`src/rtl/conv2d_stream_3x3.sv`:
```
// Streaming 3x3 signed correlation over raster-scan frames, "valid" region only.
// Two line buffers feed a 3x3 window; a 2-stage pipeline forms products, then sum/round/saturate.
module conv2d_stream_3x3 #(
    parameter int IMG_W  = 8,
    parameter int IMG_H  = 8,
    parameter int DATA_W = 8,
    parameter int COEF_W = 8,
    parameter int OUT_W  = 8,
    parameter int SHIFT  = 4
) (
    input  logic                     clk,
    input  logic                     rst,
    input  logic                     in_valid,
    output logic                     in_ready,
    input  logic signed [DATA_W-1:0] in_data,
    input  logic                     coef_we,
    input  logic [3:0]               coef_addr,
    input  logic signed [COEF_W-1:0] coef_wdata,
    output logic                     out_valid,
    input  logic                     out_ready,
    output logic signed [OUT_W-1:0]  out_data,
    output logic                     out_last,
    output logic                     busy,
    output logic                     frame_done
);
    localparam int ACC_W  = DATA_W + COEF_W + 4;
    localparam int PROD_W = DATA_W + COEF_W;
    localparam int CW     = $clog2(IMG_W);
    localparam int RW     = $clog2(IMG_H);

    localparam logic signed [ACC_W-1:0] RND     = ACC_W'((2 ** SHIFT) / 2);
    localparam logic signed [ACC_W-1:0] OUT_MAX = ACC_W'((2 ** (OUT_W - 1)) - 1);
    localparam logic signed [ACC_W-1:0] OUT_MIN = ACC_W'(-(2 ** (OUT_W - 1)));
    localparam logic signed [COEF_W-1:0] K_DEFAULT [9] = '{
        COEF_W'(1), COEF_W'(2), COEF_W'(1),
        COEF_W'(2), COEF_W'(4), COEF_W'(2),
        COEF_W'(1), COEF_W'(2), COEF_W'(1)
    };

    typedef enum logic [1:0] {IDLE, RUN, FLUSH} state_e;

    state_e          state_q, state_d;
    logic [CW-1:0]   col_q, col_d;
    logic [RW-1:0]   row_q, row_d;
    logic            done_d;
    logic            v0_q, last0_q, v1_q, last1_q;
    logic            out_valid_q, out_last_q, frame_done_q;
    logic signed [OUT_W-1:0]  out_data_q;
    logic signed [COEF_W-1:0] coef_q [9];

    logic signed [DATA_W-1:0] lb0_q [IMG_W];
    logic signed [DATA_W-1:0] lb1_q [IMG_W];
    logic signed [DATA_W-1:0] win_q [3][3];
    logic signed [PROD_W-1:0] prod_q [9];

    logic advance, accept, last_px, win_ok;
    logic signed [ACC_W-1:0] sum_d, shifted_d;
    logic signed [OUT_W-1:0] sat_d;

    assign advance  = !out_valid_q || out_ready;
    assign in_ready = advance && (state_q != FLUSH);
    assign accept   = in_valid && in_ready;
    assign last_px  = (row_q == RW'(IMG_H - 1)) && (col_q == CW'(IMG_W - 1));
    assign win_ok   = (row_q >= RW'(2)) && (col_q >= CW'(2));

    // NOTE: every variable written here gets a default first, so no path can infer a latch.
    always_comb begin
        state_d = state_q;
        col_d   = col_q;
        row_d   = row_q;
        done_d  = 1'b0;
        unique case (state_q)
            IDLE:  if (accept) state_d = RUN;
            RUN:   if (accept && last_px) state_d = FLUSH;
            FLUSH: if (out_valid_q && out_ready && out_last_q) begin
                state_d = IDLE;
                done_d  = 1'b1;
            end
            default: state_d = IDLE;
        endcase
        if (accept) begin
            if (col_q == CW'(IMG_W - 1)) begin
                col_d = '0;
                row_d = (row_q == RW'(IMG_H - 1)) ? '0 : row_q + 1'b1;
            end else begin
                col_d = col_q + 1'b1;
            end
        end
    end

    // NOTE: blocking accumulation is correct inside always_comb; state elsewhere uses <= only.
    always_comb begin
        sum_d = '0;
        for (int i = 0; i < 9; i++) begin
            sum_d = sum_d + ACC_W'(prod_q[i]);
        end
        shifted_d = (sum_d + RND) >>> SHIFT;
        if (shifted_d > OUT_MAX)      sat_d = OUT_MAX[OUT_W-1:0];
        else if (shifted_d < OUT_MIN) sat_d = OUT_MIN[OUT_W-1:0];
        else                          sat_d = shifted_d[OUT_W-1:0];
    end

    always_ff @(posedge clk or posedge rst) begin
        if (rst) begin
            state_q      <= IDLE;
            col_q        <= '0;
            row_q        <= '0;
            v0_q         <= 1'b0;
            last0_q      <= 1'b0;
            v1_q         <= 1'b0;
            last1_q      <= 1'b0;
            out_valid_q  <= 1'b0;
            out_last_q   <= 1'b0;
            out_data_q   <= '0;
            frame_done_q <= 1'b0;
            for (int i = 0; i < 9; i++) coef_q[i] <= K_DEFAULT[i];
        end else begin
            state_q      <= state_d;
            col_q        <= col_d;
            row_q        <= row_d;
            frame_done_q <= done_d;
            if (advance) begin
                v0_q        <= accept && win_ok;
                last0_q     <= accept && last_px;
                v1_q        <= v0_q;
                last1_q     <= last0_q;
                out_valid_q <= v1_q;
                out_last_q  <= last1_q;
                if (v1_q) out_data_q <= sat_d;
            end
            // Kernel is frozen once a frame starts; only IDLE writes land.
            if (coef_we && state_q == IDLE && coef_addr < 4'd9) coef_q[coef_addr] <= coef_wdata;
        end
    end

    // NOTE: line buffers, window and products are not reset; validity flags gate their use.
    always_ff @(posedge clk) begin
        if (accept) begin
            lb1_q[col_q] <= lb0_q[col_q];
            lb0_q[col_q] <= in_data;
            for (int r = 0; r < 3; r++) begin
                win_q[r][0] <= win_q[r][1];
                win_q[r][1] <= win_q[r][2];
            end
            win_q[0][2] <= lb1_q[col_q];
            win_q[1][2] <= lb0_q[col_q];
            win_q[2][2] <= in_data;
        end
        if (advance && v0_q) begin
            for (int r = 0; r < 3; r++) begin
                for (int c = 0; c < 3; c++) begin
                    prod_q[r*3+c] <= win_q[r][c] * coef_q[r*3+c];
                end
            end
        end
    end

    assign out_valid  = out_valid_q;
    assign out_data   = out_data_q;
    assign out_last   = out_last_q;
    assign busy       = (state_q != IDLE);
    assign frame_done = frame_done_q;

endmodule

```
`config.mk`:
```
export PLATFORM = sky130hd
export DESIGN_NAME = conv2d_stream_3x3
export DESIGN_NICKNAME = d
export VERILOG_FILES = /design/src/rtl/conv2d_stream_3x3.sv
export SDC_FILE = /design/constraint.sdc
export NUM_CORES = 2
export LEC_CHECK = 0
export ABC_CLOCK_PERIOD_IN_PS = 14200
export BUFFER_PORTS_ARGS = -buffer_cell sky130_fd_sc_hd__buf_2
export CORE_MARGIN = 2
export CORE_UTILIZATION = 55
export DETAILED_ROUTE_END_ITERATION = 12
export PLACE_DENSITY = 0.69
export SETUP_SLACK_MARGIN = 0.02
export SYNTH_ARGS = -nofsm -noshare
export SYNTH_HDL_FRONTEND = slang
export SYNTH_SLANG_ARGS = --single-unit
```
`constraint.sdc`:
```
create_clock -name clk -period 14.2 [get_ports clk]
set_input_delay 2.84 -clock clk [delete_from_list [all_inputs] [get_ports clk]]
set_output_delay 2.84 -clock clk [all_outputs]
set_load 0.005 [all_outputs]
```
**Word level (Yosys, flattened, before mapping)**

Memories as Yosys holds them, arrays and structs flattened.
Cells that the tools add are included.

- Multipliers: 9
- $add $sub $neg: 11
- Muxes and demuxes: 17
- Eq/ne operators: 8
- Magnitude comparators: 7
- Bitwise operators: 1
- Reduce and logical (&&, ||, !) cells: 19

Operators with widths:

| cell | count |
|---|---|
| $mul A8 B8 Y16 | 9 |
| $add A20 B16 Y20 | 4 |
| $bwmux W72 | 1 |
| $demux W8 S4 | 1 |
| $mux W8 | 3 |
| $add A19 B16 Y20 | 1 |
| $add A20 B5 Y20 const B | 1 |
| $add A18 B16 Y19 | 1 |
| $add A17 B16 Y18 | 1 |
| $add A16 B16 Y17 | 1 |
| $gt A16 B8 Y1 const B | 1 |
| $lt A16 B8 Y1 const B | 1 |
| $logic_and A1 B1 Y1 | 12 |
| $ne A2 B2 Y1 const B | 4 |
| $add A3 B1 Y3 const B | 2 |
| $eq A3 B3 Y1 const B | 2 |
| $ge A3 B2 Y1 const B | 2 |
| $mux W1 | 6 |
| $mux W2 | 3 |
| $mux W3 | 2 |
| $pmux W2 S3 | 1 |
| $ge A5 B5 Y1 const B | 1 |
| $lt A5 B1 Y1 const B | 1 |
| $not A4 Y5 | 1 |
| 9 further kinds | 10 |

- Logic and storage cells: 96
- Bits in registers: 95
- Output and inout bits: 13
- Input bits: 25
- Bits in writable memories: 344
- Memories kept: 4

Memories:

| name | depth | bits a word | rd ports | clocked after memory_dff | wr ports | line | source |
|---|---|---|---|---|---|---|---|
| prod_q | 9 | 16 | 9 | 0 | 9 | 54 | `logic signed [PROD_W-1:0] prod_q [9];` |
| win_q | 3 | 24 | 3 | 0 | 3 | 53 | `logic signed [DATA_W-1:0] win_q [3][3];` |
| lb0_q | 8 | 8 | 1 | 0 | 1 | 51 | `logic signed [DATA_W-1:0] lb0_q [IMG_W];` |
| lb1_q | 8 | 8 | 1 | 0 | 1 | 52 | `logic signed [DATA_W-1:0] lb1_q [IMG_W];` |

**Logic depth before layout (Yosys ltp)**

An unclocked memory read counts as a cell.

- Depth in word-level cells: 13
- Gate-level depth with buffers: 19
- Depth with buffers taken out: 19

**Worst setup path after synthesis**

No wires, ideal clock.

- Kind: input to register
- Start point: in out_ready
- End point: mem prod_q[0][0] (netlist name), enable pin
- Required time: 13,679 ps
- Arrival: 6,432 ps
- Stages: 3
- Path buffers: 1
- Library setup time: 521 ps
- Slack: 7,247 ps
- Cell sequence: nand2b_1 -> buf_2 -> and2_1

RTL lines:

| item | line | source |
|---|---|---|
| start: declaration | 20 | `input logic out_ready,` |
| end: declaration | 54 |  |

**Worst setup path in the final report**

- Start point: in out_ready
- End point: out in_ready

- Word-level cells in the longest chain between the ends: 2

RTL lines:

| item | line | source |
|---|---|---|
| $logic_or A1 B1 Y1 | 60 | `assign advance = !out_valid_q \|\| out_ready;` |
| $logic_and A1 B1 Y1 | 61 | `assign in_ready = advance && (state_q != FLUSH);` |
| end: declaration | 14 | `output logic in_ready,` |

Every way passes these cells.

==> results by group <==
Setup path
  – Crit start category: primary input
  – Critical path capture point type: output port
  – Reg2Reg Depth: 16
  – Kind of critical path: in2out
  – CP Launch Point: out_ready
  – Crit path max fanout: 10
  – R2R Path Start: prod_q[0][102]$_DFFE_PP_
  – Worst R2R Setup Slack: 8590 ps
  – FF-to-FF End: out_data[2]$_DFFE_PP0P_
  – CP required: 11360 ps
  – Worst EP arrival: 3560 ps

GRT
  – GRT Overall Usage: 24.3%
  – Initial antenna violation count: 5
  – First-pass GRT wire length: 144 mm
  – Vias in the first global route: 26200
  – Largest net degree at the start of global routing: 55
  – Final global-route overflow total: 0

CTS
  – Clock Tree Root: clkbuf_16
  – Skew-Pair Late Insertion Delay: 600 ps
  – CTS tree: done
  – TritonCTS Buffers: 49
  – CTS Sinks: 439
  – Clock Path Buffers: 3
  – Reg clk slew, reported paths: 60 ps
  – H-tree levels: 2
  – # Post-CTS Setup Buffers: 0
  – Resized cells post-CTS: 0
  – Hold_buf cts: 0

STA
  – Min Tclk post-route: 6400 ps
  – Slew Limit Fails: 0
  – Setup_tns: 0 ps
  – Skew final: 24.4 ps
  – Fin crit share: 45.1%
  – Fin Hold WS: 486 ps
  – Rel. slew slack: 31.7%
  – Final hold violation count: 0
  – FMAX: 156 MHz
  – RSZ-0062 raised after global routing: no
  – Setup violations, final: 0
  – Slew of the pin with the lowest slew margin: 1020 ps

Synthesis
  – Synthesized net count: 4502
  – Area leader, netlist: fa_1
  – Top cells by area, synth: fa_1 (30%), edfxtp_1 (25%), ha_1 (8.8%)
  – Ys flop type: edfxtp_1
  – Post-synth EDFFs: 344
  – Cell variety after synth: 71
  – Netlist Area Pre-Place: 40700 um^2
  – Yosys reg bits: 439
  – Post-synthesis async set-or-reset flop share: 21.6%
  – Avg Synthesized Cell Area: 11.4 um^2
  – Post-synthesis sequential area ratio: 31.2%
  – Share of Yosys cell area claimed by the top area cell type: 30.0%
  – Mapped Cells: 3580
  – Yosys warns: 0

Route
  – Vias post-DR: 24700
  – Initial DRT Pass Iterations: 5
  – Antenna-violating nets left: 0
  – DRC viols: 0
  – DR vias/cell: 5.33
  – Wire per inst: 18.8 um
  – Initial DRC count: 1568
  – Routed WL: 87.4 mm

Layout
  – Filler Cell Count: 5941
  – Final nets: 4564
  – Diodes inserted: 0
  – Multi-input logic area: 24900 um^2
  – Synthesis-to-layout area growth: 7.35%
  – Flip-flop and latch area: 12700 um^2
  – Layout cell share with drive strength beyond 1: 7.33%

Floorplanning
  – Row Count: 99
  – Starting Density: 55.6%
  – Chip Height: 276 um
  – Die X: 276 um
  – I/O Pins: 38
  – Die area: 76300 um^2
  – Core area: 73200 um^2

Hold path
  – Cells on Worst Hold Path: 1
  – Hold Crit Start: state_q[1]$_DFFE_PP0P_
  – Min-Delay Endpoint: state_q[0]$_DFFE_PP0P_
  – Hold Crit Class: reg2reg

Run
  – Maxcap violations: 0

Place
  – Port bufs: 37
  – Hpwl dp: 67.4 mm
  – GP Congestion: 0.889

Status
  – Status: finished, final reports clean
==> cells in the mapped netlist, types with 5 or more instances <==
cell type / count
a221oi_1: 6
dfstp_2: 9
mux4_2: 18
o21a_1: 6
buf_1: 10
mux2_2: 86
xnor2_1: 122
nor4_1: 9
o41a_1: 6
mux2i_1: 9
a221o_1: 6
nand4_1: 9
o22a_1: 7
nand3_1: 26
nor3_1: 29
edfxtp_1: 344
and2_1: 343
clkbuf_1: 29
a311o_1: 5
dfrtp_1: 86
nand2_1: 243
nand2b_1: 72
a21oi_1: 60
a21o_1: 13
xor2_1: 11
ha_1: 287
o21ai_0: 69
nor2_1: 115
a21boi_0: 25
inv_1: 801
o2111ai_1: 6
nor2b_1: 24
a31oi_1: 8
fa_1: 610
==> sequential cells by signal, indices dropped and copies added, names as in the netlist, 2 cells and up <==
signal    flops
coef_q       72
col_q         3
lb0_q        64
lb1_q        64
out_data      8
prod_q      144
row_q         3
state_q       2
win_q        72
==> worst max-delay path by stage <==
stage | end | slack, ps | depth (start not counted)
final | in_ready | 7800 | 4
after global routing | in_ready | 7730 | 4
after CTS | in_ready | 7790 | 4
after detailed placement | in_ready | 7790 | 4
after global placement | in_ready | 7800 | 4
after floorplan | prod_q[0][0]$_DFFE_PP_ | 7250 | 3
==> stage by stage <==
step	util (%)	setup WS, ps	area [um^2]	instances
floorplan	-	7250	40700	3580
detailed placement	57.5	7790	42100	4550
global route	59.7	7730	43700	4640
CTS	59.7	7790	43700	4640
finish	59.7	7800	43700	4640
global placement	57.5	7800	42100	4550
==> placed cells by master (no fill, tap or decap), drive strengths merged, types with 9 or more instances in the layout <==
cell type and instances:
a31oi 9, nand2 243, a21oi 61, mux4 18, dfstp 9, xor2 11, clkbuf 59, inv 804
a21o 13, nor2 115, nand3 27, ha 287, clkinv 19, nor3 30, a21boi 25, nand2b 72
o21ai 74, edfxtp 344, nand4 9, mux2i 9, xnor2 122, buf 52, fa 610, dfrtp 86
nor4 10, nor2b 24, mux2 86, and2 343
==> cell type report <==
class / instances / share of cell area, %
Multi-Input combinational cell: 2299 / 56.9
Sequential cell: 439 / 29.1
Inverter: 801 / 6.88
Clock buffer: 59 / 3.03
Tap cell: 959 / 2.74
Timing Repair Buffer: 52 / 0.681
Clock inverter: 31 / 0.672
==> critical path: stages <==
cell and delay, ps:
buf_2 100, nand2b_1 270, and2_1 220, buf_2 120
==> logic make-up after synthesis <==
family | count (synthesis) | share of synthesized area, %
muxes | 113 | 3.59
adders and majority gates | 897 | 38.8
DFF | 439 | 31.2
and+or+nand+nor | 895 | 11.5
AOI/OAI and AO/OA | 261 | 4.28
buffers and inverters | 842 | 7.76
xor gates and xnor gates | 133 | 2.86
==> per-layer routing <==
layer	vias up	global-route usage [%]	share of wire [%]
li1	11400	-	-
met1	12600	34.7	45
met2	536	40.2	48
met3	125	2.43	4.2
met4	2	6.22	2.6
met5	-	0	0.015
Power is left out: the tool's default activity adds up to more than one toggle a clock period on the data nets, which glitch-free logic cannot reach.
